### src/rtl/game_pkg.sv
// Shared types and BCD helpers for the stage game controller.
package game_pkg;

    typedef enum logic [2:0] {
        ST_IDLE  = 3'd0,
        ST_PRE   = 3'd1,
        ST_PLAY  = 3'd2,
        ST_PAUSE = 3'd3,
        ST_WIN   = 3'd4,
        ST_LOSE  = 3'd5,
        ST_DONE  = 3'd6
    } game_state_e;

    localparam int unsigned STAGE_W = 3;
    localparam int unsigned BCD_W   = 8;

    typedef logic [STAGE_W-1:0] stage_t;
    typedef logic [BCD_W-1:0]   bcd2_t;

    // Two-digit BCD increment, saturating at 99.
    function automatic bcd2_t bcd_inc(input bcd2_t v);
        if (v == 8'h99) return v;
        if (v[3:0] >= 4'd9) return {v[7:4] + 4'd1, 4'd0};
        return {v[7:4], v[3:0] + 4'd1};
    endfunction

    // Two-digit BCD decrement, floored at 00.
    function automatic bcd2_t bcd_dec(input bcd2_t v);
        if (v == 8'h00) return v;
        if (v[3:0] == 4'd0) return {v[7:4] - 4'd1, 4'd9};
        return {v[7:4], v[3:0] - 4'd1};
    endfunction

    // a >= b for two-digit BCD values, compared digit by digit.
    function automatic logic bcd_ge(input bcd2_t a, input bcd2_t b);
        if (a[7:4] != b[7:4]) return a[7:4] > b[7:4];
        return a[3:0] >= b[3:0];
    endfunction

endpackage

### src/rtl/tick_gen.sv
// Seconds prescaler: one-cycle tick every TICK_DIV clocks, with
// synchronous clear and a hold input that freezes the count.
module tick_gen #(
    parameter int unsigned TICK_DIV = 100_000_000
) (
    input  logic clk,
    input  logic rst,
    input  logic clear,
    input  logic hold,
    output logic tick
);

    localparam int unsigned     CNT_W = (TICK_DIV > 1) ? $clog2(TICK_DIV) : 1;
    localparam logic [CNT_W-1:0] LAST = CNT_W'(TICK_DIV - 1);

    logic [CNT_W-1:0] cnt_q, cnt_d;

    // Tick on the last count; clear wins over both counting and hold.
    always_comb begin
        tick  = !hold && (cnt_q == LAST);
        cnt_d = cnt_q;
        if (clear) begin
            cnt_d = '0;
        end else if (!hold) begin
            cnt_d = tick ? '0 : cnt_q + CNT_W'(1);
        end
    end

    // Prescaler count register.
    always_ff @(posedge clk or negedge rst) begin
        if (!rst) cnt_q <= '0;
        else      cnt_q <= cnt_d;
    end

endmodule

### src/rtl/stage_game_ctrl.sv
// Multi-stage game controller: pre-stage countdown with beeps, timed play
// with BCD score, pause, win/lose/all-cleared end states.
// Optional macro GAME_EARLY_CLEAR_EN: a stage ends as soon as the score
// reaches its target instead of waiting for the countdown to expire.
module stage_game_ctrl
    import game_pkg::*;
#(
    parameter int unsigned               NUM_STAGES   = 3,
    parameter logic [8*NUM_STAGES-1:0]   STAGE_TIME   = {8'h20, 8'h25, 8'h35},
    parameter logic [8*NUM_STAGES-1:0]   STAGE_TARGET = {8'h85, 8'h40, 8'h15},
    parameter int unsigned               PRE_COUNT    = 3,
    parameter int unsigned               TICK_DIV     = 100_000_000
) (
    input  logic       clk,
    input  logic       rst,
    input  logic       start,
    input  logic       pause,
    input  logic       back,
    input  logic       goal,
    output logic [2:0] state_o,
    output logic [2:0] stage_o,
    output logic [7:0] score_o,
    output logic [7:0] time_o,
    output logic       goal_ack,
    output logic       beep
);

    game_state_e state_q, state_d;
    stage_t      stage_q, stage_d;
    bcd2_t       score_q, score_d;
    bcd2_t       time_q,  time_d;
    logic        goal_ack_q, goal_ack_d;
    logic        beep_q, beep_d;

    logic        tick;
    logic        tick_clear;
    logic        tick_hold;
    logic        last_stage;
    logic        cleared;

    function automatic bcd2_t stage_time_of(input stage_t s);
        bcd2_t r = '0;
        for (int unsigned i = 0; i < NUM_STAGES; i++) begin
            if (32'(s) == i + 1) r = STAGE_TIME[8*i +: 8];
        end
        return r;
    endfunction

    function automatic bcd2_t stage_target_of(input stage_t s);
        bcd2_t r = '0;
        for (int unsigned i = 0; i < NUM_STAGES; i++) begin
            if (32'(s) == i + 1) r = STAGE_TARGET[8*i +: 8];
        end
        return r;
    endfunction

    assign tick_hold  = (state_q == ST_PAUSE);
    assign last_stage = (stage_q == STAGE_W'(NUM_STAGES));

    tick_gen #(
        .TICK_DIV (TICK_DIV)
    ) u_tick_gen (
        .clk   (clk),
        .rst   (rst),
        .clear (tick_clear),
        .hold  (tick_hold),
        .tick  (tick)
    );

    // Next-state and datapath; goal accounting precedes the end-of-stage
    // compare so a goal on the final tick (or with pause) still counts.
    always_comb begin
        state_d    = state_q;
        stage_d    = stage_q;
        score_d    = score_q;
        time_d     = time_q;
        goal_ack_d = 1'b0;
        beep_d     = 1'b0;
        cleared    = 1'b0;

        if (back && state_q != ST_IDLE) begin
            state_d = ST_IDLE;
            stage_d = '0;
            score_d = '0;
            time_d  = '0;
        end else begin
            case (state_q)
                ST_IDLE: begin
                    if (start) begin
                        state_d = ST_PRE;
                        stage_d = STAGE_W'(1);
                        score_d = '0;
                        time_d  = BCD_W'(PRE_COUNT);
                    end
                end
                ST_PRE: begin
                    if (tick) begin
                        if (time_q == 8'h00) begin
                            state_d = ST_PLAY;
                            time_d  = stage_time_of(stage_q);
                        end else begin
                            time_d = bcd_dec(time_q);
                            beep_d = 1'b1;
                        end
                    end
                end
                ST_PLAY: begin
                    if (goal) begin
                        score_d    = bcd_inc(score_q);
                        goal_ack_d = 1'b1;
                    end
                    cleared = bcd_ge(score_d, stage_target_of(stage_q));
                    if (tick && time_q == 8'h00) begin
                        if (cleared) state_d = last_stage ? ST_DONE : ST_WIN;
                        else         state_d = ST_LOSE;
`ifdef GAME_EARLY_CLEAR_EN
                    end else if (cleared) begin
                        state_d = last_stage ? ST_DONE : ST_WIN;
`endif
                    end else begin
                        if (tick)  time_d  = bcd_dec(time_q);
                        if (pause) state_d = ST_PAUSE;
                    end
                end
                ST_PAUSE: begin
                    if (pause) state_d = ST_PLAY;
                end
                ST_WIN: begin
                    if (start) begin
                        state_d = ST_PRE;
                        stage_d = stage_q + STAGE_W'(1);
                        time_d  = BCD_W'(PRE_COUNT);
                    end
                end
                ST_LOSE, ST_DONE: begin
                    if (start) begin
                        state_d = ST_IDLE;
                        stage_d = '0;
                        score_d = '0;
                        time_d  = '0;
                    end
                end
                default: state_d = ST_IDLE;
            endcase
        end

        tick_clear = (state_d == ST_PRE || state_d == ST_PLAY) &&
                     (state_d != state_q) && (state_q != ST_PAUSE);
    end

    // Registered state and outputs.
    always_ff @(posedge clk or negedge rst) begin
        if (!rst) begin
            state_q    <= ST_IDLE;
            stage_q    <= '0;
            score_q    <= '0;
            time_q     <= '0;
            goal_ack_q <= 1'b0;
            beep_q     <= 1'b0;
        end else begin
            state_q    <= state_d;
            stage_q    <= stage_d;
            score_q    <= score_d;
            time_q     <= time_d;
            goal_ack_q <= goal_ack_d;
            beep_q     <= beep_d;
        end
    end

    assign state_o  = state_q;
    assign stage_o  = stage_q;
    assign score_o  = score_q;
    assign time_o   = time_q;
    assign goal_ack = goal_ack_q;
    assign beep     = beep_q;

endmodule

### config.mk
export PLATFORM = sky130hd
export DESIGN_NAME = stage_game_ctrl
export DESIGN_NICKNAME = d
export VERILOG_FILES = /design/src/rtl/game_pkg.sv /design/src/rtl/tick_gen.sv /design/src/rtl/stage_game_ctrl.sv
export SDC_FILE = /design/constraint.sdc
export NUM_CORES = 1
export LEC_CHECK = 0
export BUFFER_PORTS_ARGS = -buffer_cell sky130_fd_sc_hd__buf_2
export CELL_PAD_IN_SITES_DETAIL_PLACEMENT = 0
export CELL_PAD_IN_SITES_GLOBAL_PLACEMENT = 1
export CORE_UTILIZATION = 47
export CTS_BUF_LIST = sky130_fd_sc_hd__clkbuf_2 sky130_fd_sc_hd__clkbuf_4 sky130_fd_sc_hd__clkbuf_8
export DETAILED_ROUTE_END_ITERATION = 7
export HOLD_SLACK_MARGIN = 0.08
export PLACE_DENSITY = 0.83
export SLEW_MARGIN = 40
export SYNTH_ARGS = -nofsm -noshare
export SYNTH_HDL_FRONTEND = slang
export SYNTH_SLANG_ARGS = --single-unit
### constraint.sdc
create_clock -name clk -period 3.61 [get_ports clk]
set_input_delay 0.5415 -clock clk [delete_from_list [all_inputs] [get_ports clk]]
set_output_delay 0.5415 -clock clk [all_outputs]
set_load 0.01 [all_outputs]
# Word-level counts from Yosys, hierarchy flattened
# Index checks and enable logic that the tools add are counted.
# totals
ff_bits,51
elab_cells,159
# classes
add_sub_neg,6
n_lt_le_gt_ge,3
eq_ne,27
muxes,94
n_reduce_logical,21
# op_table
op,n
$mux 8,28
$mux 27,3
$mux 1,43
$mux 3,12
$pmux 8 s4,1
$add 27x1->27 const B,1
$eq 27x27->1 const B,1
$ne 3x3->1 const B,6
$pmux 8 s2,1
$eq 3x2->1 const B,5
$pmux 3 s5,1
$eq 3x1->1 const B,3
$eq 3x3->1 const B,3
$pmux 3 s3,1
$add 4x1->4 const B,2
$eq 8x8->1 const B,1
$logic_not 8->1,1
$reduce_and 8->1,1
$sub 4x1->4 const B,2
$mux 6,1
$ne 3x1->1 const B,2
$reduce_and 6->1,1
$reduce_bool 3->1,2
$logic_and 1x1->1,5
22 further kinds,24

# Longest topological paths before layout
# logic_depth
word_depth,30
mapped_depth,15

# Cells and area by module
# Synthesis repeated with hierarchy kept, for this count alone.
# unflattened
hier_cells,395
hier_area_um2,3502.1
# by_module_without_submodules
module,n_inst,cells_each,area_each_um2,seq_area_each_um2
stage_game_ctrl,1,233,1934.4,600.6
tick_gen,1,162,1567.8,675.6

# Least setup slack after synthesis
# Ideal clock, no wire load.
# synth_path
path_type,register to register
start,reg score_q[0] (netlist: score_o[0])
end,reg state_q[1] (netlist: state_o[1])
arrival_time_ns,2.673
required_ns,3.490
setup_slack_ns,0.817
stages_incl_launch_ff,15
path_buffers,0
path_cell_list,dfrtp_1 -> inv_1 -> ha_1 -> inv_1 -> o31ai_1 -> nor2_1 -> xnor2_1 -> ha_1 -> a211oi_1 -> nand3_1 -> nor3_1 -> a221oi_1 -> o31ai_1 -> o31ai_1 -> a31o_2
# synth_via
elab_chain_len,22
elab_cells_between_ends,33
classes_between,add/sub (1); order compare (3); eq/ne (2); mux (27)
# synth_lines
element,line,source
start: declaration,stage_game_ctrl.sv:30,"bcd2_t score_q, score_d;"
start signal: assignment,stage_game_ctrl.sv:163,score_q <= score_d;
$ge 4x4->1,game_pkg.sv:23,"if (v[3:0] >= 4'd9) return {v[7:4] + 4'd1, 4'd0};"
$mux 1 (2 in a row),game_pkg.sv:23,
$mux 1,stage_game_ctrl.sv:108,if (goal) begin
$mux 1,stage_game_ctrl.sv:87,case (state_q)
$mux 1,stage_game_ctrl.sv:81,if (back && state_q != ST_IDLE) begin
$mux 8,game_pkg.sv:24,"return {v[7:4], v[3:0] + 4'd1};"
$mux 8,game_pkg.sv:23,
$mux 8 *,stage_game_ctrl.sv:108,
[6 not listed],n/a,
$mux 1 *,game_pkg.sv:37,return a[3:0] >= b[3:0];
$mux 1 *,stage_game_ctrl.sv:87,
$mux 1 *,stage_game_ctrl.sv:81,
$mux 2 *,stage_game_ctrl.sv:114,if (cleared) state_d = last_stage ? ST_DONE : ST_WIN;
$mux 3 *,stage_game_ctrl.sv:113,if (tick && time_q == 8'h00) begin
$pmux 3 s5 *,stage_game_ctrl.sv:87,
$mux 3 *,stage_game_ctrl.sv:81,
named net state_d[1],stage_game_ctrl.sv:28,"game_state_e state_q, state_d;"
end signal: assignment,stage_game_ctrl.sv:161,state_q <= state_d;
end: declaration,stage_game_ctrl.sv:28,
# The timed path passes the listed nets; every way through them passes the cells marked *. The select of a mux whose other input is x is not followed.
# A chain may end at the register's enable or synchronous reset.

# Final worst setup path
# Ends and elaborated chain as after synthesis.

==> reports/qor.yml <==
synthCells: 406
top_layer: "met4"
syn_avg_cell_area_sq_um: 8.65
grt_setup_unrepaired: "false"
cts_buffer_depth: 2
die_height_um: 88.4
clock_latency_ps: 310
crit_family: "compound AO/OA/AOI/OAI gates"
hp-class: "in2async"
syn_area_sq_um: 3510
fin_worst_skew_ps: 5.20
syn-num-nets: 431
portBuffers: 29
critPathSlowestCell: "dfrtp_1"
drv_slew: 0
cts_tree: "yes"
vias: 3062
power.density_nw_per_um2: 378
endpoint_kind: "flop"
ys_ff_latch: 51
antenna_cells: 0
postCtsSetupBuffers: 0
drcViolationCount: 0
seqPwrFrac_pct: 45.6
path_class: "reg2reg"
grt_pass1_vias: 2778
start_util_pct: 48.4
fin_tns_setup_ps: 0
clk_pin_slew_ps: 100
required_ps: 3820
cp-start-kind: "flop"
yosysSeqAreaShare_pct: 36.3
synth_top_cell_by_area: "dfrtp_1"
wl_per_cell_um: 15.2
path_max_fanout: 7
routed_wl_mm: 8.10
post-route-period-util_pct: 89.5
drt_first_pass_iters: 4
num_io_pins: 30
cpMostUsedCell: "o31ai_1"
wl_met3_um: 355
num_rows: 31
cts-buffers-inserted: 5
final_layout_size_suffix_gt1_share_pct: 15.2
hpwl_mm: 5.95
core_area_sq_um: 7250
peakVddDrop_uv: 183
ys.flop_type: "dfrtp_1"
status: "finished clean"
via_per_inst: 5.74
ctsHoldBuffers: 0
clock_sinks: 51
post_cts.resized_instances: 0
postRouteAntennaNets: 0
leakage_uw: 0.00170
pwr-share-clk_pct: 28.3
setup_viol: 0
crit_chain: "inv_1, ha_1, inv_1, o31a_1, nand4_1, o31ai_1, ha_1, a211oi_1, nand3_1, nor3_1, a221oi_1, o31ai_1, o31ai_1, a31o_2"
hold_violations: 0
initialDrtViolationCount: 133
drv_cap: 0
final_nets: 458
fp.dieW_um: 88.4
fp.dieArea_sq_um: 7820
power.internal_uw: 975
antenna_found_initial: 0
netlist_top_cells_area: "dfrtp_1, nor2_1, ha_1"
grt_use_total_pct: 21.9
grt.overflow.total: 0
switching_power_uw: 482
wl_met2_mm: 3.90
drt-met1-wl_mm: 3.73
max-slew-margin-rel_pct: 50.2
cts.htree.levels: 2
yosysWarningCount: 0
ys_types: 70
yosysTopAreaCellShare_pct: 36.3
synth_edf_count: 0
syn_to_final_growth_pct: 9.76
fmax_mhz: 310
holdWs_ps: 162
gp_congestion: 0.979
cp_slowest_stage_delay_ps: 440
fill_cells: 696
critPathBufInv: 2
cp.arrival_ps: 3440
grt_max_degree: 36
grt_pass1_wl_mm: 13.3
layout_min_cycle_time_ps: 3230
root_buffer: "clkbuf_8"
worst_pin_slew_ps: 748
p_sw_share_pct: 33.1
p_comb_share_pct: 26.2
synth-async-reset-ratio_pct: 100
## worst paths after layout
kind | start | endpoint | slack [ps] | depth (start not counted)
setup / recovery | score_o[0]$_DFFE_PN0P_ | state_o[1]$_DFF_PN0_ | 380 | 14
hold / removal | rst | u_tick_gen.cnt_q[7]$_DFFE_PN0P_ | 160 | 1
setup reg to reg | score_o[0]$_DFFE_PN0P_ | state_o[1]$_DFF_PN0_ | 380 | 14
hold reg to reg | u_tick_gen.cnt_q[1]$_DFFE_PN0P_ | u_tick_gen.cnt_q[1]$_DFFE_PN0P_ | 530 | 2
max in group asynchronous | rst | time_o[6]$_DFFE_PN0P_ | 2840 | 2
min in group clk | u_tick_gen.cnt_q[1]$_DFFE_PN0P_ | u_tick_gen.cnt_q[1]$_DFFE_PN0P_ | 530 | 2
## state kept, by name, indices dropped and copies added (netlist names)
signal	cells
state_o	3
time_o	8
stage_o	3
beep	1
goal_ack	1
u_tick_gen.cnt_q	27
score_o	8
## cell usage in the layout, fill, tap and decap left out, drive strengths merged, types with 3 or more instances in the layout
master	n
nand3	24
dfrtp	51
nand2b	6
a21oi	17
mux2	3
o31ai	5
nand2	25
buf	35
clkbuf	5
o21ai	32
and3	4
nor3	17
nor2	65
o22ai	7
nor4	7
or2	3
a31oi	3
xnor2	15
nor3b	3
ha	19
a22o	7
inv	25
nand4	5
xor2	9
## area by class of cell
class / count / area, sq um / area share [%]
clock inverters: 3 / 43.8 / 1.14
well taps: 99 / 124 / 3.21
multi-input cells: 315 / 2060 / 53.3
flip-flops and latches: 51 / 1280 / 33.1
repair buffers: 35 / 193 / 5.00
inverters: 25 / 93.8 / 2.43
clock buffers: 5 / 68.8 / 1.79
## cell families (layout without fill, tap and decap cells)
logic type | count (synthesis) | count (layout) | share of synthesized area (%)
buffers and inverters | 40 | 68 | 5.13
AO/OA/AOI/OAI | 95 | 95 | 18.7
XOR/XNOR | 24 | 24 | 5.99
flip-flops | 51 | 51 | 36.3
AND/OR/NAND/NOR | 173 | 173 | 25.8
multiplexers | 4 | 4 | 1.25
adder cells (fa/ha/maj) | 19 | 19 | 6.77
## cell usage after synthesis (3+ instances only)
master,count
nor2_1,64
dfrtp_1,51
o21ai_0,26
inv_1,25
nand2_1,25
nand3_1,23
ha_1,19
a21oi_1,15
xnor2_1,15
nor3_1,13
xor2_1,9
a22o_1,7
o22ai_1,7
buf_2,6
nand2b_1,6
nand4_1,5
o31ai_1,5
and3_1,4
nor4_1,4
o21ai_1,4
buf_1,3
buf_6,3
clkbuf_1,3
nor3_2,3
nor3b_1,3
nor4_2,3
## power groups by stage
stage / registers, uW / clock network (uW) / logic, uW
4_1_cts: 664 / 428 / 383
6_report: 664 / 412 / 381
3_5_place_dp: 675 / 0 / 381
2_1_floorplan: 678 / 0 / 270
3_3_place_gp: 672 / 0 / 373
5_1_grt: 672 / 449 / 439
## layer usage
layer | GRT usage (%) | vias to the layer above
li1 | - | 1511
met3 | 3.08 | 11
met5 | 0 | -
met2 | 36.6 | 73
met4 | 5.43 | 0
met1 | 29.8 | 1467
## per-stage QoR
stage          worst slack [ps]  cell area, sq um  util (%)  instances  total power, uW
2_1_floorplan               817              3510         -        406              948
3_3_place_gp                721              3740      51.6        525             1050
3_5_place_dp                556              3740      51.6        525             1060
4_1_cts                     425              3850      53.1        533             1480
5_1_grt                     137              3850      53.1        533             1560
6_report                    379              3850      53.1        533             1460
(Power assumes the default switching activity.)
